File: config.mk
export PLATFORM = sky130hd
export DESIGN_NAME = board_uart_tx
export DESIGN_NICKNAME = d
export VERILOG_FILES = /design/src/rtl/connect4_pkg.sv /design/src/rtl/board_tx_byte_serializer.sv /design/src/rtl/board_uart_tx.sv
export SDC_FILE = /design/constraint.sdc
export NUM_CORES = 1
export LEC_CHECK = 0
export CAP_MARGIN = 0
export CORE_ASPECT_RATIO = 1.5
export CORE_MARGIN = 2
export CORE_UTILIZATION = 45
export CTS_CLUSTER_SIZE = 10
export DETAILED_ROUTE_END_ITERATION = 6
export PLACE_DENSITY = 0.77
export SETUP_SLACK_MARGIN = 0.1
export SYNTH_ARGS = -nofsm -noshare
export SYNTH_HDL_FRONTEND = slang
export SYNTH_SLANG_ARGS = --single-unit
File: constraint.sdc
create_clock -name clk -period 2.2 [get_ports clk]
set_input_delay 0.22 -clock clk [delete_from_list [all_inputs] [get_ports clk]]
set_output_delay 0.22 -clock clk [all_outputs]
set_load 0.02 [all_outputs]
File: src/rtl/connect4_pkg.sv
// Shared constants, state encodings and frame layout for the board snapshot UART link.
// The frame byte function is the single definition of what goes on the wire.
package connect4_pkg;

    localparam logic [7:0] SOF         = 8'hC4;
    localparam int         FRAME_BYTES = 7;
    localparam logic [2:0] LAST_BYTE   = 3'(FRAME_BYTES - 1);

    typedef enum logic [1:0] {
        TX_IDLE  = 2'd0,
        TX_START = 2'd1,
        TX_DATA  = 2'd2,
        TX_STOP  = 2'd3
    } tx_state_e;

    typedef enum logic {
        FR_IDLE   = 1'b0,
        FR_ACTIVE = 1'b1
    } frame_state_e;

    typedef struct packed {
        logic [15:0] board;
        logic [15:0] cells;
        logic [1:0]  fsm;
        logic [1:0]  status;
        logic [3:0]  seq;
    } snapshot_t;

    // Byte idx of the frame built from a latched snapshot; byte 6 is the XOR of bytes 0..5.
    function automatic logic [7:0] frame_byte(input logic [2:0] idx, input snapshot_t s);
        logic [7:0] b5;
        logic [7:0] chk;
        logic [7:0] result;
        b5  = {s.seq, s.fsm, s.status};
        chk = SOF ^ s.board[7:0] ^ s.board[15:8] ^ s.cells[7:0] ^ s.cells[15:8] ^ b5;
        case (idx)
            3'd1:    result = s.board[7:0];
            3'd2:    result = s.board[15:8];
            3'd3:    result = s.cells[7:0];
            3'd4:    result = s.cells[15:8];
            3'd5:    result = b5;
            3'd6:    result = chk;
            default: result = SOF;
        endcase
        return result;
    endfunction

endpackage

File: src/rtl/board_tx_byte_serializer.sv
// 8N1 serializer for one byte with its own baud counter.
// A load in the last stop-bit cycle chains the next byte with no idle gap.
module board_tx_byte_serializer
    import connect4_pkg::*;
#(
    parameter int CLKS_PER_BIT = 434
) (
    input  logic       clk,
    input  logic       rst_n,
    input  logic       load,
    input  logic [7:0] byte_in,
    output logic       tx,
    output logic       byte_done
);

    localparam int            CW        = (CLKS_PER_BIT > 2) ? $clog2(CLKS_PER_BIT) : 1;
    localparam logic [CW-1:0] BAUD_LAST = CW'(CLKS_PER_BIT - 1);

    tx_state_e     state_q, state_d;
    logic [CW-1:0] baud_q, baud_d;
    logic [2:0]    bit_idx_q, bit_idx_d;
    logic [7:0]    shift_q, shift_d;
    logic          tx_q, tx_d;
    logic          bit_end;

    assign bit_end = (baud_q == BAUD_LAST);

    always_ff @(posedge clk or negedge rst_n) begin
        if (!rst_n) begin
            state_q   <= TX_IDLE;
            baud_q    <= '0;
            bit_idx_q <= '0;
            shift_q   <= '0;
            tx_q      <= 1'b1;
        end else begin
            state_q   <= state_d;
            baud_q    <= baud_d;
            bit_idx_q <= bit_idx_d;
            shift_q   <= shift_d;
            tx_q      <= tx_d;
        end
    end

    always_comb begin
        state_d   = state_q;
        baud_d    = bit_end ? '0 : baud_q + 1'b1;
        bit_idx_d = bit_idx_q;
        shift_d   = shift_q;
        tx_d      = tx_q;
        byte_done = 1'b0;

        case (state_q)
            TX_IDLE: begin
                baud_d = '0;
                tx_d   = 1'b1;
            end
            TX_START: begin
                if (bit_end) begin
                    state_d   = TX_DATA;
                    bit_idx_d = 3'd0;
                    tx_d      = shift_q[0];
                end
            end
            TX_DATA: begin
                if (bit_end) begin
                    if (bit_idx_q == 3'd7) begin
                        state_d = TX_STOP;
                        tx_d    = 1'b1;
                    end else begin
                        bit_idx_d = bit_idx_q + 3'd1;
                        shift_d   = shift_q >> 1;
                        tx_d      = shift_q[1];
                    end
                end
            end
            TX_STOP: begin
                if (bit_end) begin
                    byte_done = 1'b1;
                    state_d   = TX_IDLE;
                    tx_d      = 1'b1;
                end
            end
            default: begin
                state_d = TX_IDLE;
                tx_d    = 1'b1;
            end
        endcase

        // A new byte overrides whatever the current bit was doing.
        if (load) begin
            state_d   = TX_START;
            baud_d    = '0;
            bit_idx_d = 3'd0;
            shift_d   = byte_in;
            tx_d      = 1'b0;
        end
    end

    assign tx = tx_q;

endmodule

File: src/rtl/board_uart_tx.sv
// Frame controller: latches a board snapshot on send and streams the 7-byte frame
// through the byte serializer, with one queued request and a 4-bit frame counter.
module board_uart_tx
    import connect4_pkg::*;
#(
    parameter int CLKS_PER_BIT = 434
) (
    input  logic        clk,
    input  logic        reset,
    input  logic        send,
    input  logic [15:0] game_board,
    input  logic [15:0] player_cells,
    input  logic [1:0]  state,
    input  logic [1:0]  game_status,
    output logic        tx,
    output logic        busy,
    output logic        done
);

    frame_state_e fsm_q, fsm_d;
    logic [2:0]   byte_idx_q, byte_idx_d;
    snapshot_t    snap_q, snap_d;
    logic [3:0]   seq_q, seq_d;
    logic         pending_q, pending_d;
    logic         done_q, done_d;

    logic         ser_load;
    logic [7:0]   ser_byte;
    logic         ser_byte_done;

    always_ff @(posedge clk or negedge reset) begin
        if (!reset) begin
            fsm_q      <= FR_IDLE;
            byte_idx_q <= '0;
            snap_q     <= '0;
            seq_q      <= '0;
            pending_q  <= 1'b0;
            done_q     <= 1'b0;
        end else begin
            fsm_q      <= fsm_d;
            byte_idx_q <= byte_idx_d;
            snap_q     <= snap_d;
            seq_q      <= seq_d;
            pending_q  <= pending_d;
            done_q     <= done_d;
        end
    end

    always_comb begin
        fsm_d      = fsm_q;
        byte_idx_d = byte_idx_q;
        snap_d     = snap_q;
        seq_d      = seq_q;
        pending_d  = pending_q;
        done_d     = 1'b0;
        ser_load   = 1'b0;
        ser_byte   = SOF;

        case (fsm_q)
            FR_IDLE: begin
                // The done cycle is already idle, so a queued request restarts here.
                if (send || pending_q) begin
                    snap_d.board  = game_board;
                    snap_d.cells  = player_cells;
                    snap_d.fsm    = state;
                    snap_d.status = game_status;
                    snap_d.seq    = seq_q;
                    byte_idx_d    = 3'd0;
                    pending_d     = 1'b0;
                    fsm_d         = FR_ACTIVE;
                    ser_load      = 1'b1;
                    ser_byte      = SOF;
                end
            end
            FR_ACTIVE: begin
                if (send) begin
                    pending_d = 1'b1;
                end
                if (ser_byte_done) begin
                    if (byte_idx_q != LAST_BYTE) begin
                        byte_idx_d = byte_idx_q + 3'd1;
                        ser_load   = 1'b1;
                        ser_byte   = frame_byte(byte_idx_q + 3'd1, snap_q);
                    end else begin
                        fsm_d  = FR_IDLE;
                        done_d = 1'b1;
                        seq_d  = seq_q + 4'd1;
                    end
                end
            end
            default: begin
                fsm_d = FR_IDLE;
            end
        endcase
    end

    board_tx_byte_serializer #(
        .CLKS_PER_BIT(CLKS_PER_BIT)
    ) u_serializer (
        .clk      (clk),
        .rst_n    (reset),
        .load     (ser_load),
        .byte_in  (ser_byte),
        .tx       (tx),
        .byte_done(ser_byte_done)
    );

    assign busy = (fsm_q == FR_ACTIVE);
    assign done = done_q;

endmodule

==> load_flow_metrics.sql <==
INSERT INTO impl_metrics (metric_group, metric, value, unit) VALUES
('status', 'outcome', 'finished, final reports clean', ''),
('critical_path', 'critical_path.top_delay_family', 'simple AND/OR/NAND/NOR gates', ''),
('placed_design', 'preCtsSetupSlack', '0.215', 'ns'),
('sta', 'fin_skew', '0.00739', 'ns'),
('clock_network', 'cts.sinks', '73', ''),
('cells_and_area', 'drive_above_1_share', '0.228', ''),
('critical_path', 'crit_path_top_delay_cell', 'sky130_fd_sc_hd__nor4_4', ''),
('clock_network', 'cts.clk_slew.worst_paths', '0.06', 'ns'),
('die', 'pin_count', '42', ''),
('global_route', 'grt_max_degree', '74', ''),
('synth', 'synth_edf_count', '0', ''),
('critical_path', 'crit_path_largest_cell_delay', '0.50', 'ns'),
('synth', 'syn-cell-area', '3910', 'µm²'),
('detailed_routing', 'totalWireLength', '8.05', 'mm'),
('min_path', 'hold_path_class', 'in2async', ''),
('global_route', 'gr-usage-all-layers', '0.187', ''),
('clock_network', 'clock_tree_from_tritoncts', 'built', ''),
('synth', 'synth_top_flop_cell', 'sky130_fd_sc_hd__dfrtp_1', ''),
('placed_design', 'port_buffers', '41', ''),
('critical_path', 'ff2ff_path_depth', '6', ''),
('synth', 'yosys_warnings', '0', ''),
('critical_path', 'timing.rr.start', 'u_serializer.state_q[0]', ''),
('detailed_routing', 'wl_per_cell', '16.2', 'µm'),
('clock_network', 'cts_max_level', '3', ''),
('clock_network', 'worstSkewPairLatency', '0.34', 'ns'),
('clock_network', 'clk_tree_root_cell', 'sky130_fd_sc_hd__clkbuf_16', ''),
('critical_path', 'cp_data_required_time', '2.41', 'ns'),
('synth', 'synth_seq_cells', '73', ''),
('critical_path', 'cp_data_arrival_time', '2.17', 'ns'),
('synth', 'netlist-cell-type-count', '53', ''),
('synth', 'synth-async-reset-ratio', '1.00', ''),
('sta', 'layout_min_cycle_time', '1.96', 'ns'),
('sta', 'worst_slew_margin_rel', '0.597', ''),
('synth', 'netlist_instances', '333', ''),
('sta', 'final-setup-viol-count', '0', ''),
('placed_design', 'place_area', '4450', 'µm²'),
('detailed_routing', 'drt_iter0_drc', '170', ''),
('cells_and_area', 'post_layout_nonfiller_instances', '497', ''),
('global_route', 'first_global_vias', '2822', ''),
('sta', 'rsz0062_at_grt', 'false', ''),
('placed_design', 'placedCellCount', '475', ''),
('clock_network', 'cts_made_buffers', '9', ''),
('cells_and_area', 'layout.cell_area.non_filler', '4830', 'µm²'),
('die', 'die_w', '80.1', 'µm'),
('sta', 'timing.setup.tns', '0', 'ns'),
('detailed_routing', 'dr.pass1.iters', '5', ''),
('cells_and_area', 'final_nets', '438', ''),
('detailed_routing', 'route.detailed.vias_per_inst', '5.55', ''),
('critical_path', 'worst_setup_path_start_kind', 'flip-flop', ''),
('cells_and_area', 'syn_to_final_growth', '23.5', '%'),
('detailed_routing', 'routed-via-count', '2760', ''),
('critical_path', 'setup.worst_path.class', 'reg2reg', ''),
('cells_and_area', 'most-common-layout-cells', 'sky130_fd_sc_hd__dfrtp_1, sky130_fd_sc_hd__mux2_2, sky130_fd_sc_hd__clkdlybuf4s50_1', ''),
('sta', 'timing_max_transition_violations_final', '0', ''),
('critical_path', 'timing.critical_path.to_type', 'flip-flop', ''),
('global_route', 'grt_remaining_overflow', '0', ''),
('synth', 'postSynthAreaPerCell', '11.7', 'µm²'),
('critical_path', 'critical_path.n_buffers_inverters', '0', ''),
('cells_and_area', 'insertedDiodeCount', '0', ''),
('die', 'die_y', '118', 'µm'),
('die', 'fp.coreArea', '8410', 'µm²'),
('synth', 'synth.yosys.seq_area_share', '0.468', ''),
('placed_design', 'dp_hpwl', '5.68', 'mm'),
('detailed_routing', 'ant_nets', '0', ''),
('global_route', 'grt_first_pass_wirelength', '13.6', 'mm'),
('synth', 'synth.net_count', '386', ''),
('sta', 'worstMarginPinSlew', '0.605', 'ns'),
('power_and_ir_drop', 'worst_ir_drop_vdd', '0.000406', 'V'),
('global_route', 'grt_antenna_before_repair', '0', ''),
('sta', 'min_period_over_period', '0.891', ''),
('critical_path', 'worst-path-max-fanout', '7', '');
area by class of cell:
class | instances | area [µm²]
flip-flops and latches | 73 | 1830
fillers | 717 | 3590
multi-input cells | 242 | 2010
well taps | 107 | 134
clock buffers | 14 | 274
inverters | 6 | 22.5
clock inverters | 2 | 35.0
repair buffers | 53 | 523
synthesized netlist by cell type (2+ instances only):
cell | number | share of area
sky130_fd_sc_hd__dfrtp_1 | 72 | 0.46
sky130_fd_sc_hd__mux2_2 | 42 | 0.12
sky130_fd_sc_hd__xnor2_1 | 27 | 0.061
sky130_fd_sc_hd__nor2_1 | 24 | 0.023
sky130_fd_sc_hd__nand2_1 | 18 | 0.017
sky130_fd_sc_hd__ha_1 | 14 | 0.045
sky130_fd_sc_hd__o21ai_1 | 13 | 0.017
sky130_fd_sc_hd__a221oi_1 | 11 | 0.025
sky130_fd_sc_hd__a21oi_1 | 9 | 0.012
sky130_fd_sc_hd__xor2_1 | 8 | 0.018
sky130_fd_sc_hd__buf_2 | 7 | 0.0090
sky130_fd_sc_hd__nand3_1 | 7 | 0.0090
sky130_fd_sc_hd__inv_1 | 6 | 0.0058
sky130_fd_sc_hd__mux2i_1 | 6 | 0.015
sky130_fd_sc_hd__o21ai_0 | 6 | 0.0077
sky130_fd_sc_hd__a21oi_2 | 5 | 0.011
sky130_fd_sc_hd__nand3b_1 | 5 | 0.0096
sky130_fd_sc_hd__nor3_1 | 4 | 0.0051
sky130_fd_sc_hd__o22ai_1 | 4 | 0.0064
sky130_fd_sc_hd__a222oi_1 | 3 | 0.0077
sky130_fd_sc_hd__and3_1 | 3 | 0.0048
sky130_fd_sc_hd__clkbuf_1 | 3 | 0.0029
sky130_fd_sc_hd__a22oi_1 | 2 | 0.0038
sky130_fd_sc_hd__a31oi_1 | 2 | 0.0032
sky130_fd_sc_hd__o21a_1 | 2 | 0.0038
sky130_fd_sc_hd__o221ai_1 | 2 | 0.0045
sky130_fd_sc_hd__or3_1 | 2 | 0.0032
metal layers:
layer  global-route usage  part of all wire  vias to the layer above  routed length (µm)
met5                    0                 0                        -                   0
met2                0.319              0.53                       60                4300
met1                0.226              0.41                     1378                3320
li1                     -                 -                     1309                   -
met3               0.0237             0.026                       13                 213
met4               0.0964             0.027                        0                 216
power breakdown:
part	switching [mW]	internal (mW)	leakage, nW
combinational	0.0781	0.143	1.03
clock	0.533	0.969	0.153
sequential	0.0331	1.38	0.900
total	0.645	2.49	2.09
how the worst max path moves through the flow:
stage / start / end / slack (ns) / cells after the start
detailed placement: byte_idx_q[0] / u_serializer.shift_q[2] / 0.21 / 6
CTS: byte_idx_q[0] / u_serializer.shift_q[6] / 0.17 / 6
global route: u_serializer.state_q[0] / u_serializer.shift_q[2] / 0.13 / 6
global placement: send / u_serializer.baud_q[7] / 0.28 / 5
finish: u_serializer.state_q[0] / u_serializer.shift_q[2] / 0.24 / 6
floorplan: byte_idx_q[0] / u_serializer.shift_q[2] / 0.41 / 8
cell families after synthesis:
group / count (synthesis) / synth area share
and+or+nand+nor: 75 / 0.110
DFF: 73 / 0.468
AOI/OAI and AO/OA: 67 / 0.125
muxes: 48 / 0.136
xor gates and xnor gates: 38 / 0.0954
buffers and inverters: 18 / 0.0214
adders and majority gates: 14 / 0.0448
stage by stage:
step | total power [mW] | util | hold WS, ns
final | 3.14 | 0.574 | 0.450
after global routing | 3.24 | 0.574 | 0.505
after CTS | 3.16 | 0.567 | 0.474
after detailed placement | 1.66 | 0.529 | 0.282
after global placement | 1.65 | 0.529 | 0.278
after floorplan | 1.54 | - | -0.0756
tightest hold or removal path, delay by kind of cell:
family,cells,cell delay (ns)
buffers and inverters,3,0.96
state kept, by name, indices dropped and copies added, names as in the netlist:
name and count:
seq_q 4, u_serializer.bit_idx_q 3, u_serializer.baud_q 9, u_serializer.state_q 2
u_serializer.tx 1, done 1, u_serializer.shift_q 8, busy 1
byte_idx_q 3, snap_q 40, pending_q 1
timing repair:
action,CTS,global route
hold buffers,1,0
hold endpoints to repair,72,0
setup buffers,0,5
endpoints found under the setup margin,0,7
resized for setup,0,3
No activity file was read; power rests on OpenSTA's default activity.
